<file path="config.mk">
export PLATFORM = sky130hd
export DESIGN_NAME = pipelined_adder_tree_flat
export DESIGN_NICKNAME = d
export VERILOG_FILES = /design/src/rtl/adder_tree_pkg.sv /design/src/rtl/pipelined_adder_tree_if.sv /design/src/rtl/adder_tree_level.sv /design/src/rtl/pipelined_adder_tree.sv /design/src/flat_wrapper.sv
export SDC_FILE = /design/constraint.sdc
export NUM_CORES = 1
export LEC_CHECK = 0
export ABC_AREA = 1
export CAP_MARGIN = 20
export CORE_UTILIZATION = 49
export DETAILED_ROUTE_END_ITERATION = 7
export GPL_ROUTABILITY_DRIVEN = 1
export PLACE_DENSITY = 0.76
export SETUP_SLACK_MARGIN = 0.2
export SLEW_MARGIN = 20
export SYNTH_ARGS = -nofsm -noshare
export SYNTH_HDL_FRONTEND = slang
export SYNTH_SLANG_ARGS = --single-unit
</file>
<file path="constraint.sdc">
create_clock -name clk -period 5.23 [get_ports clk]
set_input_delay 0.7845 -clock clk [delete_from_list [all_inputs] [get_ports clk]]
set_output_delay 0.7845 -clock clk [all_outputs]
set_load 0.02 [all_outputs]
</file>
<file path="src/rtl/adder_tree_pkg.sv">
// Sizing helpers shared by the pipelined adder tree, its interface and bench.
//   tree_levels(length)             : binary reduction levels, $clog2(length)
//   stage_count(levels, per_stage)  : registered tree stages, at least one
//   level_length(length, level)     : element count entering a given level
package adder_tree_pkg;

  function automatic int tree_levels(input int length);
    int levels;
    levels = 0;
    while ((1 << levels) < length) levels++;
    return levels;
  endfunction

  // A zero-level tree (LENGTH=1) still gets one register so latency stays S+1.
  function automatic int stage_count(input int levels, input int levels_per_stage);
    if (levels == 0) return 1;
    return (levels + levels_per_stage - 1) / levels_per_stage;
  endfunction

  function automatic int level_length(input int length, input int level);
    int n;
    n = length;
    for (int l = 0; l < level; l++) n = (n + 1) / 2;
    return n;
  endfunction

endpackage

</file>
<file path="src/rtl/pipelined_adder_tree_if.sv">
// Beat/frame-sum bus of the pipelined adder tree.
//   in_valid, in_last, in_addends : beat from the multiplier array
//   out_valid, out_sum            : frame sum pulse towards the activation stage
// master drives beats, slave (the tree) returns frame sums.
interface pipelined_adder_tree_if
  import adder_tree_pkg::*;
#(
  parameter int DATA_WIDTH = 8,
  parameter int LENGTH     = 42,
  parameter int ACC_GUARD  = 8
);
  localparam int OUT_WIDTH = DATA_WIDTH + tree_levels(LENGTH) + ACC_GUARD;

  logic                         in_valid;
  logic                         in_last;
  logic signed [DATA_WIDTH-1:0] in_addends [LENGTH];
  logic                         out_valid;
  logic signed [OUT_WIDTH-1:0]  out_sum;

  modport master (output in_valid, in_last, in_addends, input out_valid, out_sum);
  modport slave  (input in_valid, in_last, in_addends, output out_valid, out_sum);
endinterface

</file>
<file path="src/rtl/adder_tree_level.sv">
// One combinational reduction level of the adder tree.
//   in_data  : IN_LENGTH signed elements of IN_WIDTH bits
//   out_data : ceil(IN_LENGTH/2) signed elements of IN_WIDTH+1 bits
// Pairs (2i, 2i+1) are summed one bit wider, so no level can overflow; an odd
// trailing element is only sign-extended.
module adder_tree_level #(
  parameter int IN_LENGTH = 2,
  parameter int IN_WIDTH  = 8
) (
  input  logic signed [IN_WIDTH-1:0] in_data  [IN_LENGTH],
  output logic signed [IN_WIDTH:0]   out_data [(IN_LENGTH + 1) / 2]
);

  for (genvar i = 0; i < IN_LENGTH / 2; i++) begin : g_pair
    assign out_data[i] = {in_data[2*i][IN_WIDTH-1], in_data[2*i]}
                       + {in_data[2*i+1][IN_WIDTH-1], in_data[2*i+1]};
  end

  if (IN_LENGTH % 2 == 1) begin : g_odd
    assign out_data[IN_LENGTH/2] = {in_data[IN_LENGTH-1][IN_WIDTH-1], in_data[IN_LENGTH-1]};
  end

endmodule

</file>
<file path="src/rtl/pipelined_adder_tree.sv">
// Pipelined, frame-accumulating adder tree.
//   clk, rst_n : clock, asynchronous active-low reset
//   bus        : slave side of pipelined_adder_tree_if (beats in, frame sums out)
// Each beat is reduced by a binary tree registered every LEVELS_PER_STAGE levels
// (S stages); tree results are then summed over the beats of a frame ending at
// in_last. out_valid pulses S+1 cycles after the last beat; out_sum holds.
module pipelined_adder_tree
  import adder_tree_pkg::*;
#(
  parameter int DATA_WIDTH       = 8,
  parameter int LENGTH           = 42,
  parameter int LEVELS_PER_STAGE = 2,
  parameter int ACC_GUARD        = 8
) (
  input logic                   clk,
  input logic                   rst_n,
  pipelined_adder_tree_if.slave bus
);

  localparam int LEVELS     = tree_levels(LENGTH);
  localparam int STAGES     = stage_count(LEVELS, LEVELS_PER_STAGE);
  localparam int TREE_WIDTH = DATA_WIDTH + LEVELS;
  localparam int OUT_WIDTH  = TREE_WIDTH + ACC_GUARD;

  logic signed [TREE_WIDTH-1:0] tree_sum;

  if (LEVELS == 0) begin : g_pass
    logic signed [DATA_WIDTH-1:0] data_q;
    // NOTE: tree data registers carry no reset; the reset valid chain alone
    // decides whether their contents are ever consumed.
    always_ff @(posedge clk) data_q <= bus.in_addends[0];
    assign tree_sum = data_q;
  end else begin : g_tree
    for (genvar l = 0; l < LEVELS; l++) begin : g_lvl
      localparam int IN_LEN = level_length(LENGTH, l);
      localparam int IN_W   = DATA_WIDTH + l;
      // Register after every LEVELS_PER_STAGE levels and always after the last.
      localparam bit REG    = ((l + 1) % LEVELS_PER_STAGE == 0) || (l == LEVELS - 1);

      logic signed [IN_W-1:0] lvl_in  [IN_LEN];
      logic signed [IN_W:0]   sum_c   [(IN_LEN + 1) / 2];
      logic signed [IN_W:0]   lvl_out [(IN_LEN + 1) / 2];

      if (l == 0) begin : g_src
        assign lvl_in = bus.in_addends;
      end else begin : g_src
        assign lvl_in = g_lvl[l-1].lvl_out;
      end

      adder_tree_level #(.IN_LENGTH(IN_LEN), .IN_WIDTH(IN_W)) u_level (
        .in_data  (lvl_in),
        .out_data (sum_c)
      );

      if (REG) begin : g_reg
        always_ff @(posedge clk) lvl_out <= sum_c;
      end else begin : g_comb
        assign lvl_out = sum_c;
      end
    end
    assign tree_sum = g_lvl[LEVELS-1].lvl_out[0];
  end

  // Valid/last travel beside the tree data; last is qualified so an idle
  // cycle with in_last=1 has no effect.
  logic [STAGES-1:0] valid_pipe;
  logic [STAGES-1:0] last_pipe;

  // NOTE: control state uses non-blocking assignments under an asynchronous
  // reset so every register samples pre-edge values regardless of block order.
  always_ff @(posedge clk or negedge rst_n) begin
    if (!rst_n) begin
      valid_pipe <= '0;
      last_pipe  <= '0;
    end else begin
      valid_pipe[0] <= bus.in_valid;
      last_pipe[0]  <= bus.in_valid & bus.in_last;
      for (int k = 1; k < STAGES; k++) begin
        valid_pipe[k] <= valid_pipe[k-1];
        last_pipe[k]  <= last_pipe[k-1];
      end
    end
  end

  logic                        tree_valid;
  logic                        tree_last;
  logic signed [OUT_WIDTH-1:0] tree_ext;
  logic signed [OUT_WIDTH-1:0] acc;
  logic signed [OUT_WIDTH-1:0] acc_next;
  logic                        first;

  assign tree_valid = valid_pipe[STAGES-1];
  assign tree_last  = last_pipe[STAGES-1];
  assign tree_ext   = OUT_WIDTH'(tree_sum);
  // first discards the previous frame's total instead of clearing acc, so a
  // new frame may start on the cycle right after a last beat. Wraps silently.
  assign acc_next   = (first ? '0 : acc) + tree_ext;

  always_ff @(posedge clk or negedge rst_n) begin
    if (!rst_n) begin
      acc           <= '0;
      first         <= 1'b1;
      bus.out_valid <= 1'b0;
      bus.out_sum   <= '0;
    end else begin
      bus.out_valid <= tree_valid & tree_last;
      if (tree_valid) begin
        acc   <= acc_next;
        first <= tree_last;
        if (tree_last) bus.out_sum <= acc_next;
      end
    end
  end

endmodule

</file>
<file path="src/flat_wrapper.sv">
// flat-port wrapper written by rule: the top's interface ports become plain ports
module pipelined_adder_tree_flat import adder_tree_pkg::*;
#(
  parameter int DATA_WIDTH       = 8,
  parameter int LENGTH           = 42,
  parameter int LEVELS_PER_STAGE = 2,
  parameter int ACC_GUARD        = 8
)
  (clk, rst_n, bus_in_valid, bus_in_last, bus_in_addends, bus_out_valid, bus_out_sum);
  pipelined_adder_tree_if #(.DATA_WIDTH(DATA_WIDTH), .LENGTH(LENGTH), .ACC_GUARD(ACC_GUARD)) bus_i ();
  input logic clk;
  input logic rst_n;
  input wire logic [$bits(bus_i.in_valid)-1:0] bus_in_valid;
  input wire logic [$bits(bus_i.in_last)-1:0] bus_in_last;
  input wire logic [$bits(bus_i.in_addends)-1:0] bus_in_addends;
  output wire logic [$bits(bus_i.out_valid)-1:0] bus_out_valid;
  output wire logic [$bits(bus_i.out_sum)-1:0] bus_out_sum;
  assign bus_i.in_valid = bus_in_valid;
  assign bus_i.in_last = bus_in_last;
  assign bus_i.in_addends = {>>{bus_in_addends}};
  assign bus_out_valid = bus_i.out_valid;
  assign bus_out_sum = bus_i.out_sum;
  pipelined_adder_tree #(.DATA_WIDTH(DATA_WIDTH), .LENGTH(LENGTH), .LEVELS_PER_STAGE(LEVELS_PER_STAGE), .ACC_GUARD(ACC_GUARD)) u_core (.clk(clk), .rst_n(rst_n), .bus(bus_i));
endmodule
</file>
==> results summary <==
The run finished with clean final reports. Yosys mapped a number of flops with a built-in enable equal to 0. The via count is 13,938. The register bit count reported by yosys is 211.

Gates resized during post-CTS repair numbered 0. The clock network accounts for 9.9% of the total power. The setup TNS came out at 0 ns. The count of inserted antenna diode cells is 0. The share of flip-flops with an asynchronous set or reset after synthesis came out at 24.6%. The number of fill cells in the layout came out at 3,109. At the worst endpoint, the arrival time is 3.55 ns.

The worst setup skew after layout is 0.0141 ns. In this run the power spent charging and discharging nets is 7.94 mW. The length of the first detailed-routing pass in iterations is 8. The clock transition at the register clock pins on the worst setup and hold paths after CTS came out at 0.06 ns. Headroom to the max-slew limit came out at 37.1%. The portion of the clock cycle consumed by the worst path in the final layout came out at 60.2%. The number of cells on the worst hold path is 0. In this run the number of H-tree levels came out at 1. Input and output buffers added on the ports amount to 362. STA classifies the critical path startpoint as an input pin. Each instance of the synthesized netlist takes up on average 8.63 um^2. The final setup violation count came out at 0. The hold buffer count at CTS came out at 0. The post-synthesis sequential area ratio came out at 24.7%. The die boundary width is 195 um. The congestion estimate from routability-driven global placement came to 0.897. Of the total power, combinational logic draws 71.9%.

The remaining global-route overflow came out at 0. The sequential power share came out at 18.2%. The critical path in this run is classified as input pin to flop. The TritonCTS buffer count came out at 24.

In this run the deepest clock path goes through 3 buffers. Global routing used 21.6% of the available tracks. The net total in the final layout is 3,227. The via density per instance is 4.69. The hold path endpoint is u_core.last_pipe[1]. The power density relative to cell area is 716 nW/um^2. In this run the post-CTS setup repair buffer count came out at 0. The largest voltage drop on the vdd net is 0.562 mV. Static timing analysis puts the maximum clock frequency at 318 MHz. The number of clock sinks is 211. At the pin with the least slew margin, the transition time is 0.941 ns. The library cell used most frequently in the layout, excluding fill and tap cells, is sky130_fd_sc_hd__inv_1. The total I/O pin count came out at 363. The post-placement worst setup slack is 1.55 ns.

The core area is 36,500 um^2. The remaining design rule violation count came out at 0. The prevailing post-synth register cell is sky130_fd_sc_hd__dfxtp_1. The top fanout value on the critical path is 3. In the layout the commonest cells are sky130_fd_sc_hd__inv_1, sky130_fd_sc_hd__clkdlybuf4s50_1, sky130_fd_sc_hd__nand2_1, sky130_fd_sc_hd__fa_1, sky130_fd_sc_hd__ha_1. The internal power of the cells totals 8.63 mW. The number of antenna violations at the first check in global routing came out at 0. After legalization and detailed placement, the total HPWL measured 34,400 um. The leakage power total came out at 12.3 nW. The initial DRC count is 409. The total number of placement rows came out at 70. Setup slack closes at 2.08 ns.

The count of final max-slew check failures is 0. The master cell of the clock root buffer is sky130_fd_sc_hd__clkbuf_16. The total wire length after detailed routing came out at 39,500 um. STA classifies the critical path endpoint as a flop. The worst register-to-register path begins at u_core.g_tree.g_lvl[1].lvl_out[47]. After detailed routing, the average wire length per cell comes to 13.3 um. The count of nets left with antenna violations after detail routing is 0. The final count of hold timing violations is 0. The cell count after synthesis came out at 2,107. Entering global routing, the biggest net connects 53 pins. The warning count from the yosys run is 0. The initial utilization of the core area, before any placement, comes to 49.8%. The setup slack on the worst flop-to-flop path is 2.45 ns. The post-synthesis net count is 2,848.

The origin of the worst min-delay path is u_core.last_pipe[0]. The fraction of final layout cells sized beyond drive strength 1 came out at 2.40%. The total die area came out at 37,900 um^2. Max-cap violations in this run came to 0. At the worst endpoint, the required time is 5.63 ns. The area overhead of the layout relative to synthesis is 27.3%. The total standard cell area after synthesis came out at 18,200 um^2. The overall power came out at 16.6 mW.

The first global-routing pass estimated 67,200 um of wire. TritonCTS built the clock tree. The number of distinct library cells after synthesis came out at 37. The number of cells on the worst reg-to-reg path is 10. The insertion delay to the later sink of the worst-skew pair is 0.51 ns. The path class of the lowest-slack min-delay path is flop to flop.

The switching power as a share of total power is 47.9%. The y dimension of the die came out at 195 um. The worst register-to-register path ends at u_core.g_tree.g_lvl[3].lvl_out[22]. Setup repair after global routing left no endpoint under its margin. The via count of the first global-routing pass is 14,935. The time the worst path needs with I/O delays and setup came out at 3.15 ns.
==> power by group through the flow <==
stage	logic, mW	registers, mW	clock network [mW]
6_report	11.9	3.02	1.64
5_1_grt	13.8	3.11	1.75
4_1_cts	12.0	3.03	1.68
3_5_place_dp	11.9	3.05	0
3_3_place_gp	11.7	3.04	0
2_1_floorplan	9.07	3.02	0
==> flip-flops by register name, indices dropped and copies added, names as in the netlist <==
register / cells
u_core.g_tree.g_lvl.lvl_out: 159
u_core.last_pipe: 3
u_core.valid_pipe: 3
u_core.first: 1
u_core.bus.out_valid: 1
u_core.acc: 22
u_core.bus.out_sum: 22
==> per-layer routing <==
layer	routed length (um)	vias up	track usage, %
met4	898	0	5.20
met2	20300	304	40.0
met5	0	-	0
met1	16700	6528	26.6
li1	-	7046	-
met3	1480	60	2.59
==> worst max-delay path: stages <==
cell and delay, ns:
sky130_fd_sc_hd__clkdlybuf4s50_1 0.45, sky130_fd_sc_hd__inv_1 0.05, sky130_fd_sc_hd__fa_1 0.53, sky130_fd_sc_hd__inv_1 0.05, sky130_fd_sc_hd__fa_1 0.44, sky130_fd_sc_hd__ha_1 0.23, sky130_fd_sc_hd__fa_1 0.46, sky130_fd_sc_hd__nand3_1 0.09
sky130_fd_sc_hd__nand2_1 0.10, sky130_fd_sc_hd__nand4_1 0.10, sky130_fd_sc_hd__nand3_1 0.10, sky130_fd_sc_hd__xor2_1 0.16
==> synth_stat cells, drive strengths merged (4+ instances only) <==
cell type | number | area share (%)
clkbuf | 10 | 0.23
ha | 163 | 11
fa | 238 | 26
nand3b | 7 | 0.29
a21o | 14 | 0.58
xor2 | 91 | 4.4
nor2 | 66 | 1.5
xnor2 | 41 | 2.0
a211oi | 6 | 0.25
dfxtp | 159 | 18
o21ai | 34 | 0.94
nand3 | 132 | 3.7
nand4 | 26 | 0.89
inv | 626 | 13
o21bai | 4 | 0.17
a21oi | 113 | 3.1
nand2 | 310 | 6.5
dfrtp | 51 | 7.0
==> per-stage QoR <==
stage / util, % / cell area (um^2) / cells / hold slack (ns)
final: 63.4 / 23100 / 2972 / 0.346
after floorplan: - / 18200 / 2107 / 0.331
after global routing: 63.4 / 23100 / 2972 / 0.359
after detailed placement: 61.2 / 22400 / 2928 / 0.335
after global placement: 61.2 / 22400 / 2928 / 0.333
after CTS: 63.4 / 23100 / 2972 / 0.350
==> worst max path at each step <==
| stage | startpoint | end | slack [ns] | cells after the start |
|---|---|---|---|---|
| 2_1_floorplan | bus_in_addends[305] | u_core.g_tree.g_lvl[1].lvl_out[109] | 2.19 | 11 |
| 3_3_place_gp | bus_in_addends[209] | u_core.g_tree.g_lvl[1].lvl_out[79] | 1.62 | 12 |
| 3_5_place_dp | bus_in_addends[113] | u_core.g_tree.g_lvl[1].lvl_out[49] | 1.55 | 12 |
| 4_1_cts | bus_in_addends[209] | u_core.g_tree.g_lvl[1].lvl_out[79] | 2.10 | 12 |
| 5_1_grt | bus_in_addends[209] | u_core.g_tree.g_lvl[1].lvl_out[79] | 1.92 | 12 |
| 6_report | bus_in_addends[113] | u_core.g_tree.g_lvl[1].lvl_out[49] | 2.08 | 12 |
==> cell type report <==
type / instances / area (um^2) / area share [%]
Timing Repair Buffer: 364 / 3630 / 15.7
Clock buffer: 32 / 693 / 2.99
Multi-Input combinational cell: 1258 / 11300 / 48.8
Inverter: 627 / 2350 / 10.2
Sequential cell: 211 / 4490 / 19.4
Tap cell: 468 / 586 / 2.53
Clock inverter: 12 / 101 / 0.438
==> cell families after synthesis <==
kind of cell,Yosys count,share of synthesized area [%]
and+or+nand+nor,548,13.1
xor gates and xnor gates,132,6.36
adders and majority gates,401,37.4
buffers and inverters,638,13.2
DFF,211,24.7
AOI/OAI and AO/OA,177,5.27
Note: power is estimated with default switching activity, not from simulation.
